==> src/rtl/rom_boot_loader_pkg.sv <==
// Shared types and constants for the boot ROM loader: FSM state, image
// parsing phase, error codes, the image magic word and checksum helper.
package rom_boot_loader_pkg;

  typedef enum logic [2:0] {
    ST_IDLE  = 3'd0,
    ST_REQ   = 3'd1,
    ST_WAIT  = 3'd2,
    ST_WRITE = 3'd3,
    ST_DONE  = 3'd4,
    ST_FAIL  = 3'd5
  } state_t;

  typedef enum logic [1:0] {
    PH_MAGIC = 2'd0,
    PH_LEN   = 2'd1,
    PH_DATA  = 2'd2,
    PH_CSUM  = 2'd3
  } phase_t;

  typedef enum logic [2:0] {
    ERR_NONE    = 3'd0,
    ERR_MAGIC   = 3'd1,
    ERR_LEN     = 3'd2,
    ERR_CSUM    = 3'd3,
    ERR_TIMEOUT = 3'd4
  } err_t;

  localparam logic [31:0] BOOT_MAGIC  = 32'hB007_C0DE;
  localparam int          ROM_ADDR_W  = 15;
  localparam int          DEF_SRAM_AW = 14;

  // Additive image checksum: running sum of payload words, wrapping mod 2^32.
  function automatic logic [31:0] csum_add(input logic [31:0] sum, input logic [31:0] word);
    return sum + word;
  endfunction

endpackage

==> src/rtl/rom_boot_loader_if.sv <==
// Boot ROM read port and SRAM write port seen by the loader. The loader is
// the master on both; the ROM controller / SRAM side uses the slave view.
interface rom_boot_loader_if #(
  parameter int SRAM_AW = 14
) ();
  import rom_boot_loader_pkg::*;

  logic                  rom_req;
  logic [ROM_ADDR_W-1:0] rom_addr;
  logic [31:0]           rom_rdata;
  logic                  rom_ready;
  logic                  sram_we;
  logic [SRAM_AW-1:0]    sram_addr;
  logic [31:0]           sram_wdata;
  logic                  sram_ack;

  modport master (
    output rom_req, rom_addr, sram_we, sram_addr, sram_wdata,
    input  rom_rdata, rom_ready, sram_ack
  );

  modport slave (
    input  rom_req, rom_addr, sram_we, sram_addr, sram_wdata,
    output rom_rdata, rom_ready, sram_ack
  );
endinterface

==> src/rtl/rom_boot_loader.sv <==
// Boot-time loader: reads an image from the boot ROM one word at a time,
// validates magic and length, copies the payload into SRAM and verifies an
// additive checksum. Only one ROM read is ever outstanding and no ROM read
// is issued while an SRAM write is pending. All outputs are registered.
module rom_boot_loader
  import rom_boot_loader_pkg::*;
#(
  parameter int                 ROM_WORDS   = 8192,
  parameter int                 SRAM_AW     = DEF_SRAM_AW,
  parameter logic [SRAM_AW-1:0] DEST_BASE   = 14'h0000,
  parameter int                 TIMEOUT_CYC = 16
) (
  input  logic                clk,
  input  logic                rst_n,
  input  logic                start,
  rom_boot_loader_if.master   bus,
  output logic                boot_busy,
  output logic                boot_done,
  output logic                boot_fail,
  output logic [2:0]          boot_err
);

  localparam int              IDX_W    = ROM_ADDR_W - 2;
  localparam int              TMO_W    = $clog2(TIMEOUT_CYC + 1);
  localparam logic [TMO_W-1:0] TMO_LAST = TMO_W'(TIMEOUT_CYC - 1);
  localparam logic [31:0]     LEN_MAX  = 32'(ROM_WORDS - 3);

  state_t              state_r;
  phase_t              phase_r;
  err_t                err_r;
  logic [IDX_W-1:0]    idx_r;
  logic [IDX_W-1:0]    cnt_r;
  logic [IDX_W-1:0]    len_r;
  logic [31:0]         sum_r;
  logic [TMO_W-1:0]    tmo_r;
  logic                busy_r;
  logic                done_r;
  logic                fail_r;
  logic                rom_req_r;
  logic [ROM_ADDR_W-1:0] rom_addr_r;
  logic                sram_we_r;
  logic [SRAM_AW-1:0]  sram_addr_r;
  logic [31:0]         sram_wdata_r;
  logic [IDX_W-1:0]    idx_next_s;

  assign idx_next_s     = idx_r + {{(IDX_W-1){1'b0}}, 1'b1};

  assign bus.rom_req    = rom_req_r;
  assign bus.rom_addr   = rom_addr_r;
  assign bus.sram_we    = sram_we_r;
  assign bus.sram_addr  = sram_addr_r;
  assign bus.sram_wdata = sram_wdata_r;
  assign boot_busy      = busy_r;
  assign boot_done      = done_r;
  assign boot_fail      = fail_r;
  assign boot_err       = err_r;

  // Loader FSM: sequences ROM reads, image checks, SRAM writes and status.
  always_ff @(posedge clk or negedge rst_n) begin
    if (!rst_n) begin
      state_r      <= ST_IDLE;
      phase_r      <= PH_MAGIC;
      err_r        <= ERR_NONE;
      idx_r        <= '0;
      cnt_r        <= '0;
      len_r        <= '0;
      sum_r        <= 32'h0000_0000;
      tmo_r        <= '0;
      busy_r       <= 1'b0;
      done_r       <= 1'b0;
      fail_r       <= 1'b0;
      rom_req_r    <= 1'b0;
      rom_addr_r   <= '0;
      sram_we_r    <= 1'b0;
      sram_addr_r  <= '0;
      sram_wdata_r <= 32'h0000_0000;
    end else begin
      case (state_r)
        ST_IDLE, ST_DONE, ST_FAIL: begin
          if (start) begin
            state_r    <= ST_REQ;
            phase_r    <= PH_MAGIC;
            err_r      <= ERR_NONE;
            idx_r      <= '0;
            cnt_r      <= '0;
            len_r      <= '0;
            sum_r      <= 32'h0000_0000;
            busy_r     <= 1'b1;
            done_r     <= 1'b0;
            fail_r     <= 1'b0;
            rom_req_r  <= 1'b1;
            rom_addr_r <= '0;
          end else begin
            state_r <= state_r;
          end
        end
        ST_REQ: begin
          // The request pulse lasts exactly this one cycle.
          rom_req_r <= 1'b0;
          tmo_r     <= '0;
          state_r   <= ST_WAIT;
        end
        ST_WAIT: begin
          if (bus.rom_ready) begin
            tmo_r <= '0;
            case (phase_r)
              PH_MAGIC: begin
                if (bus.rom_rdata != BOOT_MAGIC) begin
                  state_r <= ST_FAIL;
                  busy_r  <= 1'b0;
                  fail_r  <= 1'b1;
                  err_r   <= ERR_MAGIC;
                end else begin
                  idx_r      <= idx_next_s;
                  phase_r    <= PH_LEN;
                  rom_req_r  <= 1'b1;
                  rom_addr_r <= {idx_next_s, 2'b00};
                  state_r    <= ST_REQ;
                end
              end
              PH_LEN: begin
                // Upper bits must be clear and magic+len+csum must fit in ROM.
                if ((|bus.rom_rdata[31:IDX_W]) || (bus.rom_rdata > LEN_MAX)) begin
                  state_r <= ST_FAIL;
                  busy_r  <= 1'b0;
                  fail_r  <= 1'b1;
                  err_r   <= ERR_LEN;
                end else begin
                  len_r      <= bus.rom_rdata[IDX_W-1:0];
                  phase_r    <= (bus.rom_rdata == 32'h0000_0000) ? PH_CSUM : PH_DATA;
                  idx_r      <= idx_next_s;
                  rom_req_r  <= 1'b1;
                  rom_addr_r <= {idx_next_s, 2'b00};
                  state_r    <= ST_REQ;
                end
              end
              PH_DATA: begin
                sum_r        <= csum_add(sum_r, bus.rom_rdata);
                sram_we_r    <= 1'b1;
                sram_addr_r  <= DEST_BASE + SRAM_AW'(cnt_r);
                sram_wdata_r <= bus.rom_rdata;
                state_r      <= ST_WRITE;
              end
              PH_CSUM: begin
                busy_r <= 1'b0;
                if (sum_r == bus.rom_rdata) begin
                  state_r <= ST_DONE;
                  done_r  <= 1'b1;
                end else begin
                  state_r <= ST_FAIL;
                  fail_r  <= 1'b1;
                  err_r   <= ERR_CSUM;
                end
              end
              default: begin
                state_r <= ST_FAIL;
                busy_r  <= 1'b0;
                fail_r  <= 1'b1;
                err_r   <= ERR_TIMEOUT;
              end
            endcase
          end else if (tmo_r == TMO_LAST) begin
            state_r <= ST_FAIL;
            busy_r  <= 1'b0;
            fail_r  <= 1'b1;
            err_r   <= ERR_TIMEOUT;
          end else begin
            tmo_r <= tmo_r + {{(TMO_W-1){1'b0}}, 1'b1};
          end
        end
        ST_WRITE: begin
          // Address/data stay frozen until the SRAM accepts the word.
          if (bus.sram_ack) begin
            sram_we_r  <= 1'b0;
            cnt_r      <= cnt_r + {{(IDX_W-1){1'b0}}, 1'b1};
            idx_r      <= idx_next_s;
            phase_r    <= ((cnt_r + {{(IDX_W-1){1'b0}}, 1'b1}) == len_r) ? PH_CSUM : PH_DATA;
            rom_req_r  <= 1'b1;
            rom_addr_r <= {idx_next_s, 2'b00};
            state_r    <= ST_REQ;
          end else begin
            state_r <= ST_WRITE;
          end
        end
        default: begin
          state_r   <= ST_IDLE;
          busy_r    <= 1'b0;
          rom_req_r <= 1'b0;
          sram_we_r <= 1'b0;
        end
      endcase
    end
  end

endmodule
==> src/flat_wrapper.sv <==
// flat-port wrapper written by rule: the top's interface ports become plain ports
module rom_boot_loader_flat import rom_boot_loader_pkg::*;
#(
  parameter int                 ROM_WORDS   = 8192,
  parameter int                 SRAM_AW     = DEF_SRAM_AW,
  parameter logic [SRAM_AW-1:0] DEST_BASE   = 14'h0000,
  parameter int                 TIMEOUT_CYC = 16
)
  (clk, rst_n, start, boot_busy, boot_done, boot_fail, boot_err, bus_rom_req, bus_rom_addr, bus_sram_we, bus_sram_addr, bus_sram_wdata, bus_rom_rdata, bus_rom_ready, bus_sram_ack);
  rom_boot_loader_if #(.SRAM_AW(SRAM_AW)) bus_i ();
  input  logic clk;
  input  logic rst_n;
  input  logic start;
  output logic boot_busy;
  output logic boot_done;
  output logic boot_fail;
  output logic [2:0] boot_err;
  output wire logic [$bits(bus_i.rom_req)-1:0] bus_rom_req;
  output wire logic [$bits(bus_i.rom_addr)-1:0] bus_rom_addr;
  output wire logic [$bits(bus_i.sram_we)-1:0] bus_sram_we;
  output wire logic [$bits(bus_i.sram_addr)-1:0] bus_sram_addr;
  output wire logic [$bits(bus_i.sram_wdata)-1:0] bus_sram_wdata;
  input wire logic [$bits(bus_i.rom_rdata)-1:0] bus_rom_rdata;
  input wire logic [$bits(bus_i.rom_ready)-1:0] bus_rom_ready;
  input wire logic [$bits(bus_i.sram_ack)-1:0] bus_sram_ack;
  assign bus_rom_req = bus_i.rom_req;
  assign bus_rom_addr = bus_i.rom_addr;
  assign bus_sram_we = bus_i.sram_we;
  assign bus_sram_addr = bus_i.sram_addr;
  assign bus_sram_wdata = bus_i.sram_wdata;
  assign bus_i.rom_rdata = bus_rom_rdata;
  assign bus_i.rom_ready = bus_rom_ready;
  assign bus_i.sram_ack = bus_sram_ack;
  rom_boot_loader #(.ROM_WORDS(ROM_WORDS), .SRAM_AW(SRAM_AW), .DEST_BASE(DEST_BASE), .TIMEOUT_CYC(TIMEOUT_CYC)) u_core (.clk(clk), .rst_n(rst_n), .start(start), .bus(bus_i), .boot_busy(boot_busy), .boot_done(boot_done), .boot_fail(boot_fail), .boot_err(boot_err));
endmodule
==> config.mk <==
export PLATFORM = sky130hd
export DESIGN_NAME = rom_boot_loader_flat
export DESIGN_NICKNAME = d
export VERILOG_FILES = /design/src/rtl/rom_boot_loader_pkg.sv /design/src/rtl/rom_boot_loader_if.sv /design/src/rtl/rom_boot_loader.sv /design/src/flat_wrapper.sv
export SDC_FILE = /design/constraint.sdc
export NUM_CORES = 1
export LEC_CHECK = 0
export ABC_AREA = 1
export ABC_CLOCK_PERIOD_IN_PS = 5350
export BUFFER_PORTS_ARGS = -buffer_cell sky130_fd_sc_hd__buf_2
export CAP_MARGIN = 20
export CORE_MARGIN = 2
export CORE_UTILIZATION = 60
export DETAILED_ROUTE_END_ITERATION = 6
export HOLD_SLACK_MARGIN = 0.15
export PLACE_DENSITY = 0.85
export SLEW_MARGIN = 10
export SYNTH_ARGS = -nofsm -noshare
export SYNTH_HDL_FRONTEND = slang
export SYNTH_SLANG_ARGS = --single-unit
==> constraint.sdc <==
create_clock -name clk -period 5.35 [get_ports clk]
set_input_delay 0.535 -clock clk [delete_from_list [all_inputs] [get_ports clk]]
set_output_delay 0.535 -clock clk [all_outputs]
set_load 0.01 [all_outputs]
==> results.py <==
metrics = {
    "outcome": {
        "status": "complete, but fails checks",
        "violations": "design-rule violations",
    },
    "clocking": {
        "insertion_delay_ps": 420,
        "clock_sinks": 134,
        "h-tree-depth": 4,
        "cts.path.max_buffers": 2,
        "cts_tree": "done",
        "root_buffer": "clkbuf_16",
        "cts_setup_buffers": 0,
        "cts_resized": 0,
        "cts_buffers": 17,
        "clk_pin_slew_ps": 60,
        "hold_buffers": 0,
    },
    "synthesis": {
        "yosys_most_used_dff": "dfrtp_1",
        "ys_ff_latch": 134,
        "synth_edf_count": 0,
        "syn_inst": 1213,
        "yosysMostFrequentCell": "nand2_1",
        "synthTopCellsByCount": "nand2_1 (406), dfrtp_1 (134), nor2_1 (124), inv_1 (110), o21ai_0 (78)",
        "yosysUniqueCellTypes": 42,
        "yosys_warnings": 0,
        "synth_top_area_frac": 0.397,
        "yosysSeqAreaShare": 0.397,
        "syn_area_mm2": 0.00845,
        "synth_area_leaders": "dfrtp_1 (40%), nand2_1 (18%), nor2_1 (5.5%)",
        "yosysTopAreaCell": "dfrtp_1",
        "synthArstFlopShare": 1.00,
        "syn_avg_cell_area_um2": 6.97,
    },
    "pwr": {
        "seqPwrFrac": 0.334,
        "power.density_mw_per_mm2": 476,
        "peakVddDrop_uv": 266,
        "finalPower_uw": 4600,
        "power.switching_uw": 1960,
        "power.internal_uw": 2640,
        "comb_power_share": 0.402,
        "p_leak_uw": 0.00492,
        "clock_power_share": 0.264,
        "sw_frac_of_total": 0.426,
    },
    "floorplanning": {
        "start_util": 0.611,
        "io_pins": 106,
        "dieHeight_um": 123,
        "fp.dieW_um": 123,
        "rows": 43,
        "core_area_mm2": 0.0138,
        "dieArea_mm2": 0.0150,
    },
    "worst_setup_path": {
        "critPathMaxFanout": 63,
        "r2r_cells": 10,
        "critPathRequiredTime_ps": 5710,
        "cp-start-kind": "flop",
        "crit_arrival_ps": 3410,
        "critPathKind": "reg2reg",
        "end_kind": "flop",
    },
    "cells_and_area": {
        "antenna_cells": 0,
        "final_nets": 1383,
        "drive_gt1_frac": 0.119,
        "area_growth_pct": 14.3,
        "fill_cells": 1184,
        "final_cell_area_mm2": 0.00966,
        "fin_util": 0.698,
    },
    "detailed_routing": {
        "drc": 9,
        "drt-total-wl_um": 24200,
        "drtPass1Iterations": 7,
        "vias": 8647,
        "ant_nets": 0,
        "wl_per_cell_um": 16.1,
        "drt-initial-drc-count": 756,
        "via_per_inst": 5.75,
    },
    "grt": {
        "grt.total_usage": 0.330,
        "grt_pass1_wl_um": 38700,
        "antenna_found_initial": 0,
        "grt_max_degree": 90,
        "grt_pass1_vias": 7855,
        "grt_overflow": 0,
    },
    "sta": {
        "relSlewSlack": 0.322,
        "tightest_slew_ps": 1010,
        "timing.final.max_slew_violations": 0,
        "hold_slack_ps": 177,
        "setup_viol": 0,
        "finClkSkew_ps": 7.12,
        "fmax_mhz": 327,
        "rsz0062_at_grt": "false",
        "finalCritPeriodShare": 0.571,
        "setup_tns_ps": 0,
        "min_period_ps": 3050,
        "hold_viol_final": 0,
    },
    "placement": {
        "port_buffers": 102,
        "placed_area_mm2": 0.00906,
        "dp_hpwl_um": 17600,
        "gp_congestion": 0.990,
    },
    "run": {
        "max_cap_violations": 0,
    },
    "hold_path": {
        "hp-class": "in2async",
    },
}
==> kinds of logic after synthesis <==
kind of cell / Yosys count / synth area share
flip-flops: 134 / 0.397
adder cells (fa/ha/maj): 36 / 0.0542
buffers and inverters: 145 / 0.0717
XOR/XNOR: 8 / 0.00829
other: 1 / 0.000444
AO/OA/AOI/OAI: 204 / 0.127
multiplexers: 1 / 0.00118
AND/OR/NAND/NOR: 684 / 0.340
==> power groups by stage <==
stage	Sequential [uW]	Combinational (uW)	Clock, uW
detailed placement	1540	1810	0
floorplan	1590	1200	0
CTS	1530	1830	1220
finish	1540	1850	1210
global placement	1540	1780	0
global route	1570	2070	1270
==> layout by cell type, fill, tap and decap left out, drive strengths merged, types with 2 or more instances in the layout <==
cell type,instances
a21o,2
a21oi,64
a32o,2
and3,2
buf,104
bufinv,3
clkbuf,17
clkinv,7
clkinvlp,2
conb,3
dfrtp,134
ha,35
inv,120
nand2,409
nand3,73
nand3b,8
nand4,25
nor2,132
nor3,26
nor4,6
o21a,3
o21ai,118
o21bai,2
o22ai,9
or2,2
xnor2,2
xor2,6
==> routing by layer <==
layer,track usage,share of wire,vias up
met5,0,0,-
met4,0.123,0.029,0
met3,0.0692,0.058,60
met2,0.544,0.48,352
met1,0.429,0.43,4052
li1,-,-,4183
==> cell type report <==
type	instances	area (um^2)	area share
multi-input cells	936	4510	0.467
flip-flops and latches	134	3350	0.347
repair buffers	104	532	0.0551
inverters	117	439	0.0455
clock buffers	17	425	0.0440
well taps	180	225	0.0233
clock inverters	15	176	0.0183
==> path summary, 6_finish.rpt <==
| path | from | end | slack, ps |
|---|---|---|---|
| hold reg to reg | u_core.bus.sram_wdata[24] | u_core.bus.sram_wdata[24] | 470 |
| max in group asynchronous | rst_n | u_core.bus.sram_wdata[30] | 4030 |
| setup / recovery | u_core.state_r[2] | u_core.sum_r[13] | 2300 |
| min in group clk | bus_rom_rdata[24] | u_core.bus.sram_wdata[24] | 350 |
| hold / removal | rst_n | u_core.bus.sram_addr[5] | 180 |
| setup reg to reg | u_core.state_r[2] | u_core.sum_r[13] | 2300 |
==> registers in the layout, summed over array words and instances, names as in the netlist <==
signal / flops
u_core.state_r: 3
u_core.phase_r: 2
u_core.boot_done: 1
u_core.tmo_r: 5
u_core.idx_r: 13
u_core.boot_fail: 1
u_core.sum_r: 32
u_core.boot_busy: 1
u_core.boot_err: 3
u_core.bus.sram_wdata: 32
u_core.len_r: 13
u_core.bus.sram_we: 1
u_core.bus.sram_addr: 13
u_core.bus.rom_req: 1
u_core.cnt_r: 13
==> worst max-delay path: stages (launching register included) <==
cell,delay (ps)
dfrtp_1,440
nor2_4,210
nand2_4,150
nor2_4,150
inv_2,70
nor2_4,760
inv_2,380
buf_4,450
a21oi_1,180
o21ai_0,90
nand2_1,70
==> through the flow <==
stage	setup slack, ps	instances
2_1_floorplan	3190	1215
5_1_grt	2000	1503
3_5_place_dp	2390	1471
6_report	2300	1503
4_1_cts	2350	1503
3_3_place_gp	2440	1471
No activity file was read; power rests on OpenSTA's default activity.
